==> src/rtl/target_capture_ctrl.sv <==
// Capture sequencer: loads the target, follows its busy handshake, returns the result and frames a scope trigger.
// Optional build macro CAPTURE_CTRL_CHAIN_EN feeds each captured result back as the next iteration's data.
module target_capture_ctrl #(
  parameter int DATA_W  = 128,
  parameter int CNT_W   = 8,
  parameter int TIMEOUT = 64
) (
  input  logic              clk,
  input  logic              rst,
  input  logic              start_i,
  input  logic [DATA_W-1:0] pt_i,
  input  logic [DATA_W-1:0] key_i,
  input  logic [CNT_W-1:0]  iter_i,
  output logic              ready_o,
  output logic              done_o,
  output logic              err_o,
  output logic [DATA_W-1:0] ct_o,
  output logic              trig_o,
  output logic              tgt_load_o,
  output logic [DATA_W-1:0] tgt_data_o,
  output logic [DATA_W-1:0] tgt_key_o,
  input  logic [DATA_W-1:0] tgt_data_i,
  input  logic              tgt_busy_i
);

  localparam int TMO_W = (TIMEOUT < 2) ? 1 : $clog2(TIMEOUT);
  localparam logic [TMO_W-1:0] TMO_LAST = TMO_W'(TIMEOUT - 1);

  typedef enum logic [2:0] {
    S_IDLE,
    S_LOAD,
    S_WAIT_HI,
    S_WAIT_LO,
    S_DONE
  } state_t;

  state_t            r_state;
  state_t            w_next;
  logic [CNT_W-1:0]  r_cnt;
  logic [TMO_W-1:0]  r_tmo;
  logic              r_err;
  logic [DATA_W-1:0] r_ct;
  logic              r_load;
  logic [DATA_W-1:0] r_tdata;
  logic [DATA_W-1:0] r_tkey;

  logic              w_accept;
  logic              w_capture;
  logic              w_timeout;
  logic              w_tmo_hit;
  logic              w_in_wait;
  logic [CNT_W-1:0]  w_iter;

  assign w_tmo_hit = (r_tmo == TMO_LAST);
  assign w_in_wait = (r_state == S_WAIT_HI) || (r_state == S_WAIT_LO);
  assign w_iter    = (iter_i == '0) ? CNT_W'(1) : iter_i;

  always_comb begin
    w_next    = r_state;
    w_accept  = 1'b0;
    w_capture = 1'b0;
    w_timeout = 1'b0;
    case (r_state)
      S_IDLE: begin
        if (start_i) begin
          w_accept = 1'b1;
          w_next   = S_LOAD;
        end
      end
      S_LOAD: w_next = S_WAIT_HI;
      S_WAIT_HI: begin
        if (tgt_busy_i) begin
          w_next = S_WAIT_LO;
        end else if (w_tmo_hit) begin
          w_timeout = 1'b1;
          w_next    = S_DONE;
        end
      end
      S_WAIT_LO: begin
        if (!tgt_busy_i) begin
          w_capture = 1'b1;
          w_next    = (r_cnt == CNT_W'(1)) ? S_DONE : S_LOAD;
        end else if (w_tmo_hit) begin
          w_timeout = 1'b1;
          w_next    = S_DONE;
        end
      end
      S_DONE:  w_next = S_IDLE;
      default: w_next = S_IDLE;
    endcase
  end

  always_ff @(posedge clk) begin
    if (rst) begin
      r_state <= S_IDLE;
      r_cnt   <= '0;
      r_tmo   <= '0;
      r_err   <= 1'b0;
      r_ct    <= '0;
      r_load  <= 1'b0;
      r_tdata <= '0;
      r_tkey  <= '0;
    end else begin
      r_state <= w_next;
      r_load  <= (w_next == S_LOAD);
      // Timeout counter restarts on every state change and only runs while waiting
      if ((w_next != r_state) || !w_in_wait) begin
        r_tmo <= '0;
      end else begin
        r_tmo <= r_tmo + 1'b1;
      end
      if (w_accept) begin
        r_cnt   <= w_iter;
        r_err   <= 1'b0;
        r_tdata <= pt_i;
        r_tkey  <= key_i;
      end
      if (w_capture) begin
        r_ct  <= tgt_data_i;
        r_cnt <= r_cnt - 1'b1;
      end
`ifdef CAPTURE_CTRL_CHAIN_EN
      if (w_capture && (w_next == S_LOAD)) begin
        r_tdata <= tgt_data_i;
      end
`endif
      if (w_timeout) begin
        r_err <= 1'b1;
      end
    end
  end

  assign ready_o    = (r_state == S_IDLE);
  assign done_o     = (r_state == S_DONE);
  assign trig_o     = (r_state == S_LOAD) || w_in_wait;
  assign err_o      = r_err;
  assign ct_o       = r_ct;
  assign tgt_load_o = r_load;
  assign tgt_data_o = r_tdata;
  assign tgt_key_o  = r_tkey;

endmodule

==> config.mk <==
export PLATFORM = sky130hd
export DESIGN_NAME = target_capture_ctrl
export DESIGN_NICKNAME = d
export VERILOG_FILES = /design/src/rtl/target_capture_ctrl.sv
export SDC_FILE = /design/constraint.sdc
export NUM_CORES = 1
export LEC_CHECK = 0
export CELL_PAD_IN_SITES_DETAIL_PLACEMENT = 1
export CELL_PAD_IN_SITES_GLOBAL_PLACEMENT = 1
export CORE_AREA = 2 2 305 307
export CTS_BUF_LIST = sky130_fd_sc_hd__clkbuf_8
export CTS_CLUSTER_DIAMETER = 100
export DETAILED_ROUTE_END_ITERATION = 12
export DIE_AREA = 0 0 307 309
export DONT_BUFFER_PORTS = 1
export PLACE_DENSITY_LB_ADDON = 0.05
export SLEW_MARGIN = 40
export SYNTH_ARGS = -nofsm -noshare
export SYNTH_HDL_FRONTEND = slang
export SYNTH_SLANG_ARGS = --single-unit
export TNS_END_PERCENT = 20
==> constraint.sdc <==
create_clock -name clk -period 2.9 [get_ports clk]
set_clock_uncertainty 0.2 [all_clocks]
set_input_delay 0.87 -clock clk [delete_from_list [all_inputs] [get_ports clk]]
set_output_delay 0.87 -clock clk [all_outputs]
set_load 0.02 [all_outputs]
==> results of run 1 <==
cell families (layout without fill, tap and decap cells):
group           after synthesis  count (layout)
other cells                   0              14
buf+inv                     141             189
fa+ha+maj                     3               3
mux                           1               1
flops                       403             403
compound gates              410             410
simple gates                821             821
xor+xnor                      5               5
worst register-to-register path: cells and delay by family, from the launching register on:
kind | cells | cell delay (ps)
AOI/OAI and AO/OA | 1 | 140
and+or+nand+nor | 2 | 420
buffers and inverters | 2 | 880
DFF | 1 | 590
cells in the final DEF, fill, tap and decap left out, types with 2 or more instances in the layout:
cell type	n
dfxtp_1	401
clkbuf_8	110
buf_12	10
xor2_1	2
nor4_1	4
nor2_1	17
o21ai_0	2
dfxtp_2	2
xnor2_1	3
a2bb2oi_1	2
a32oi_1	2
nand2_1	774
a211oi_1	2
nor2b_1	2
nand3_1	7
clkinvlp_4	3
a21oi_1	392
dlygate4sd3_1	6
diode_2	14
nor3_1	5
ha_1	3
inv_1	41
a21o_1	2
o31ai_1	2
or4_1	2
clkinv_2	5
buf_4	11
and3_1	2
stage by stage:
stage / hold WS [ps] / cell area, µm² / std cells / power, mW
6_report: 114.1 / 17120 / 3032 / 13.69
5_1_grt: 15.72 / 17110 / 3030 / 14.51
4_1_cts: 1.042 / 17090 / 3018 / 14.14
3_5_place_dp: 247.1 / 15250 / 2855 / 7.645
3_3_place_gp: 236.6 / 15250 / 2855 / 7.620
2_1_floorplan: 217.5 / 14170 / 1784 / 7.328
final cells by class:
cell class / instances / area, µm² / share of cell area [%]
antenna: 14 / 35.03 / 0.2047
clock buffer: 110 / 1514 / 8.846
clock inverter: 45 / 212.7 / 1.243
inverter: 5 / 18.77 / 0.1097
multi-input combinational: 1240 / 5405 / 31.58
sequential: 403 / 8070 / 47.15
tap: 1186 / 1484 / 8.670
timing repair buffer: 29 / 375.4 / 2.193
flip-flops by register name, indices dropped and copies added, names as in the netlist:
| register | count |
|---|---|
| r_state | 3 |
| ct_o | 128 |
| tgt_data_o | 128 |
| tgt_load_o | 1 |
| tgt_key_o | 128 |
| err_o | 1 |
| r_cnt | 8 |
| r_tmo | 6 |
layer usage:
layer  vias to the layer above  share of wire (%)
met5                         -              0.046
met4                         4                3.3
met3                       111                 10
met2                       479                 54
met1                      5785                 32
li1                       5762                  -
what timing repair did:
item,CTS,global route
setup endpoints to repair,2,0
resized for setup,4,0
hold endpoints to repair,59,0
hold buffers,8,0
path summary, 6_finish.rpt:
kind | start | to
worst max-delay path | r_state[2]$_SDFF_PP0_ | done_o
worst min register to register | r_tmo[0]$_SDFF_PP0_ | r_tmo[0]$_SDFF_PP0_
worst min-delay path | tgt_data_i[11] | ct_o[11]$_SDFFE_PP0P_
worst max register to register | r_state[2]$_SDFF_PP0_ | ct_o[77]$_SDFFE_PP0P_
power groups by stage:
stage          clock network [mW]  registers, mW  logic (mW)
2_1_floorplan                   0           6.50       0.823
3_3_place_gp                    0           6.70       0.917
3_5_place_dp                    0           6.70       0.945
4_1_cts                      6.59           6.58       0.978
5_1_grt                      6.83           6.59        1.09
6_report                     6.18           6.56       0.943
==> metrics, run 1 <==
status finished, violations left; failing checks max-slew violations; Final WS setup just under 200 ps; Final setup viols 0; Max stage delay on crit path 590 ps; CP startpoint kind flop; vias per cell 4.004; XOR/XNOR share of the synthesized area less than 1%; clock group share of total power between 40% and 50%; Worst setup EP type primary output; Post-Synth Simple-Gate Area 22.33%; residual DRC count 0; Clock Sinks approximately 400; Max Cap Viol 0; post-synth top area share 56.92%; placer congestion estimate 0.7530; Crit. path cell count 1; period utilization between 90% and 100%; CP max FO 8; Switch Pwr 4.038 mW; Cells after Synth 1784; Final ANT Viol Nets 0; Slew Limit Fails slightly below 200; worst hold path type in2reg; EDFF count, synth 0; Final #Nets 2165; WS Path Type reg2out; CTS root buffer clkbuf_8; register bit count reported by yosys 403; TNS Setup 0 ps; number of buffer and inverter stages on the critical path 0; Max stage delay cell, worst path dfxtp_1; flop2flop setup slack 630 ps; CTS H-tree depth 3; Slew @ Worst Pin between 2000 and 2500 ps; Total Wirelength 67730 µm; largest area contributor in the netlist dfxtp_1; die footprint 94860 µm²; Achievable Freq 369.5 MHz; min Tclk post-route 2706 ps; critical-path cell list and2_2; Area Overhead vs Synth 20.75%; Final Util between 10% and 20%; worst reg2reg path depth 5; vias post-DR 12141; Async SR Flop Fraction 0%; Port Buf Inserts 0; clock latency at the later pin of the worst-skew pair 690 ps; DRT iter0 DRCs 484; Synth top cells by count nand2_1 (774), dfxtp_1 (403), a21oi_1 (392); area share of fa/ha/maj cells after synthesis less than 1%; Synth Flop Type dfxtp_1; relative slew slack -37.33%; Initial Utilization 15.51%; global routing's busiest layer met2; GR Layer Usage met1 12.28%; GRT Total Usage 13.54%; largest net degree at the start of global routing 324; RSZ-0062 raised after global routing no; WL/cell 22.34 µm; worst endpoint required time between 1500 and 2000 ps; Seq/Total Area, Yosys a little under three fifths; logic gate share of total power under 10%; part of the power in registers a little under half; layout cell share with drive strength beyond 1 ~8.4%; cts bufs inserted between 80 and 90; Synth Area per Inst 7.945 µm²; Worst EP arrival roughly 1600 ps; ranking of synthesized cells by area dfxtp_1 (57%), nand2_1 (20%), a21oi_1 (14%); DP HPWL about 48000 µm; mux cell area share after synthesis 0.07945%; 1st-pass router iterations 4; Switching Fraction 29.51%; Die Y 309 µm; most common cell in the netlist nand2_1; Pwr Density 799.7 nW/µm²; Peak VDD IR about 320 µV; yosys warns 0; vias in the first global route 12613; Core ar. 91390 µm²; initial antenna violation count 17; total gr overflow 0; Synth Area in Compound Gates 14.87%; Setup Buffers After CTS 0; LEAKAGE 5.915 nW; Unique masters post-synth 39; global-route track usage on met2 24.94%; final-report hold violation count 0; met3 Usage GRT 7.022%; post-synth net total around 2200; main combinational cell family by area after synthesis simple AND/OR/NAND/NOR gates; worst slack, placed 502.6 ps; Syn Std Cell Area 14170 µm²; first-pass GRT wire length 93260 µm; top cell family by delay on the critical path flip-flops; clk buf depth 3; # IOs 785; Clk pin slew, worst setup/hold paths 60 ps; CTS tree built; fillcell total 10825; row count 111; WHS Path Cells 2; P_int 9.648 mW; Die W 307 µm
(Power assumes the default switching activity.)
==> run 2, diff against run 1 <==
Settings changed: CTS_CLUSTER_SIZE from default to 24, SKIP_CTS_REPAIR_TIMING from default to 1.
==> run 2 against run 1 <==
Against the previous run:
- the run still ends with max-slew violations left
- die area unchanged
- sequential power about the same
- final area decreased by 6.1%
- clock power decreased by 37%
- power decreased by 17%
- critical path depth increased by 1
- utilization decreased by 1.1 points
- setup slack got worse by 19 ps
- cell count decreased by 3.4%
- maximum frequency decreased by 0.68%
- worst hold slack got worse by 4.0 ps
- critical endpoint is now trig_o
- largest cell class unchanged
- largest power group unchanged
==> metrics, run 2 (same netlist as run 1, synthesis figures left out) <==
flop2flop setup slack 660 ps (+30 ps); RSZ-0062 raised after global routing no; Die Y 309 µm (unchanged); largest net degree at the start of global routing 396 (+22%); Slew Limit Fails 154 (-21%); status finished, violations left; WS Path Type reg2out; placer congestion estimate 0.7530 (unchanged); min Tclk post-route 2725 ps (+18.56 ps); Final setup viols 0 (unchanged); worst slack, placed 502.6 ps (unchanged); layout cell share with drive strength beyond 1 5.150% (-3.2 points); CP max FO 9 (+1); Worst setup EP type primary output; Final Util 17.58% (-1.1 points); Die W 307 µm (unchanged); Pwr Density 705.8 nW/µm² (-12%); failing checks max-slew violations; Max stage delay on crit path 610 ps (+20 ps); Finished Cell Area 16070 µm² (-6.1%); CTS root buffer clkbuf_8; Clock Sinks 403 (unchanged); min-delay src rst; Top Metal Used met5; row count 111 (unchanged); WL/cell 22.70 µm (+1.6%); vias per cell 4.013 (+0.21%); vias in the first global route 12042 (-4.5%); Final #Nets 2104 (-2.8%); Final WS setup 175.3 ps (-18.56 ps); Achievable Freq 367.0 MHz (-0.68%); Non-Filler Instances 2929 (-3.4%); vias post-DR 11753 (-3.2%); Peak VDD IR 286.0 µV (-9.6%); cts bufs inserted 34 (-61%); Area Overhead vs Synth 13.36%; CP startpoint kind flop; DP HPWL 48200 µm (unchanged); Total Wirelength 66480 µm (-1.8%); initial antenna violation count 19 (+2); Initial Utilization 15.51% (unchanged); GRT Total Usage 13.12% (-0.42 points); first-pass GRT wire length 91140 µm (-2.3%); Overall Power 11.34 mW (-17%); Core ar. 91390 µm² (unchanged); worst hold path type in2reg; CTS tree built; period utilization 93.95% (+0.64 points); die footprint 94860 µm² (unchanged); final-report hold violation count 0 (unchanged); worst endpoint required time 1830 ps (about the same); top cell family by delay on the critical path flip-flops; met3 routed WL 6466 µm (-7.9%); clk buf depth 3 (unchanged); # IOs 785 (unchanged); Clk pin slew, worst setup/hold paths 140 ps (+80 ps); wire length on met2 36470 µm (-0.41%); commonest non-fill, non-tap cell in the layout nand2_1; r2r startpoint r_state[0]$_SDFF_PP0_; total gr overflow 0 (unchanged); Max Cap Viol 0 (unchanged); clock latency at the later pin of the worst-skew pair 610 ps (-80 ps); Post-DP Area 15250 µm² (unchanged); Port Buf Inserts 0 (unchanged); Final ANT Viol Nets 0 (unchanged); relative slew slack -24.80% (+13 points); number of buffer and inverter stages on the critical path 0 (unchanged); dpl cells 2855 (unchanged); CTS H-tree depth 2 (-1); 1st-pass router iterations 5 (+1); fillcell total 10869 (+0.41%); most frequent cells in the layout nand2_1 (774), dfxtp_1 (402), a21oi_1 (392); Slew @ Worst Pin 1872 ps (-187.9 ps); residual DRC count 0 (unchanged); critical-path cell list nor2_1, nor2_2; Max stage delay cell, worst path dfxtp_1; M1 WL 21660 µm (-0.63%); DRT iter0 DRCs 504 (+4.1%); CP Launch Point r_state[0]$_SDFF_PP0_; LEAKAGE 5.251 nW (-11%); Worst EP arrival 1650 ps (about the same)
-- run 2: cell count changes in the layout (fill, tap and decap cells not counted), moves of 2 or more --
cell,delta
dlygate4sd3_1,-6
inv_12,+3
clkinvlp_4,-2
inv_8,+4
inv_1,-35
inv_6,+3
clkbuf_8,-69
clkinv_2,-2
-- run 2: worst paths after layout --
path,end,cells past startpoint
max,trig_o,2
min,ct_o[5]$_SDFFE_PP0P_,1
max reg2reg,tgt_key_o[10]$_SDFFE_PP0P_,6
min reg2reg,r_tmo[0]$_SDFF_PP0_,1
-- run 2: per-stage QoR --
stage                     hold WS [ps]  setup TNS [ps]
after floorplan                  217.5               0
after global placement           236.6               0
after detailed placement         247.1               0
after CTS                       0.1144          -62.96
after global routing             29.80               0
final                            110.1               0
-- run 2: worst reg2reg max path, delay by kind of cell, from the launching register on --
kind                   cells  cell delay, ps
AO/OA/AOI/OAI              1             140
flip-flops                 1             460
AND/OR/NAND/NOR            3             670
buffers and inverters      2             670
-- run 2: layout make-up --
cell class | count | area (µm²) | share of cell area [%]
Antenna cell | 15 | 37.54 | 0.2336
Clock buffer | 41 | 564.3 | 3.512
Clock inverter | 18 | 205.2 | 1.277
Inverter | 5 | 18.77 | 0.1168
Multi-Input combinational cell | 1240 | 5405 | 33.64
Sequential cell | 403 | 8069 | 50.22
Tap cell | 1186 | 1484 | 9.236
Timing Repair Buffer | 21 | 282.8 | 1.760
-- run 2: routing by layer --
metal	vias up	track usage, %
met5	-	0
met4	4	5.423
met3	76	5.714
met2	416	24.75
met1	5666	12.32
li1	5591	-
-- run 2: power breakdown --
group          internal, mW  switching, mW
combinational         0.310          0.604
clock                  1.44           2.44
sequential             5.86          0.694
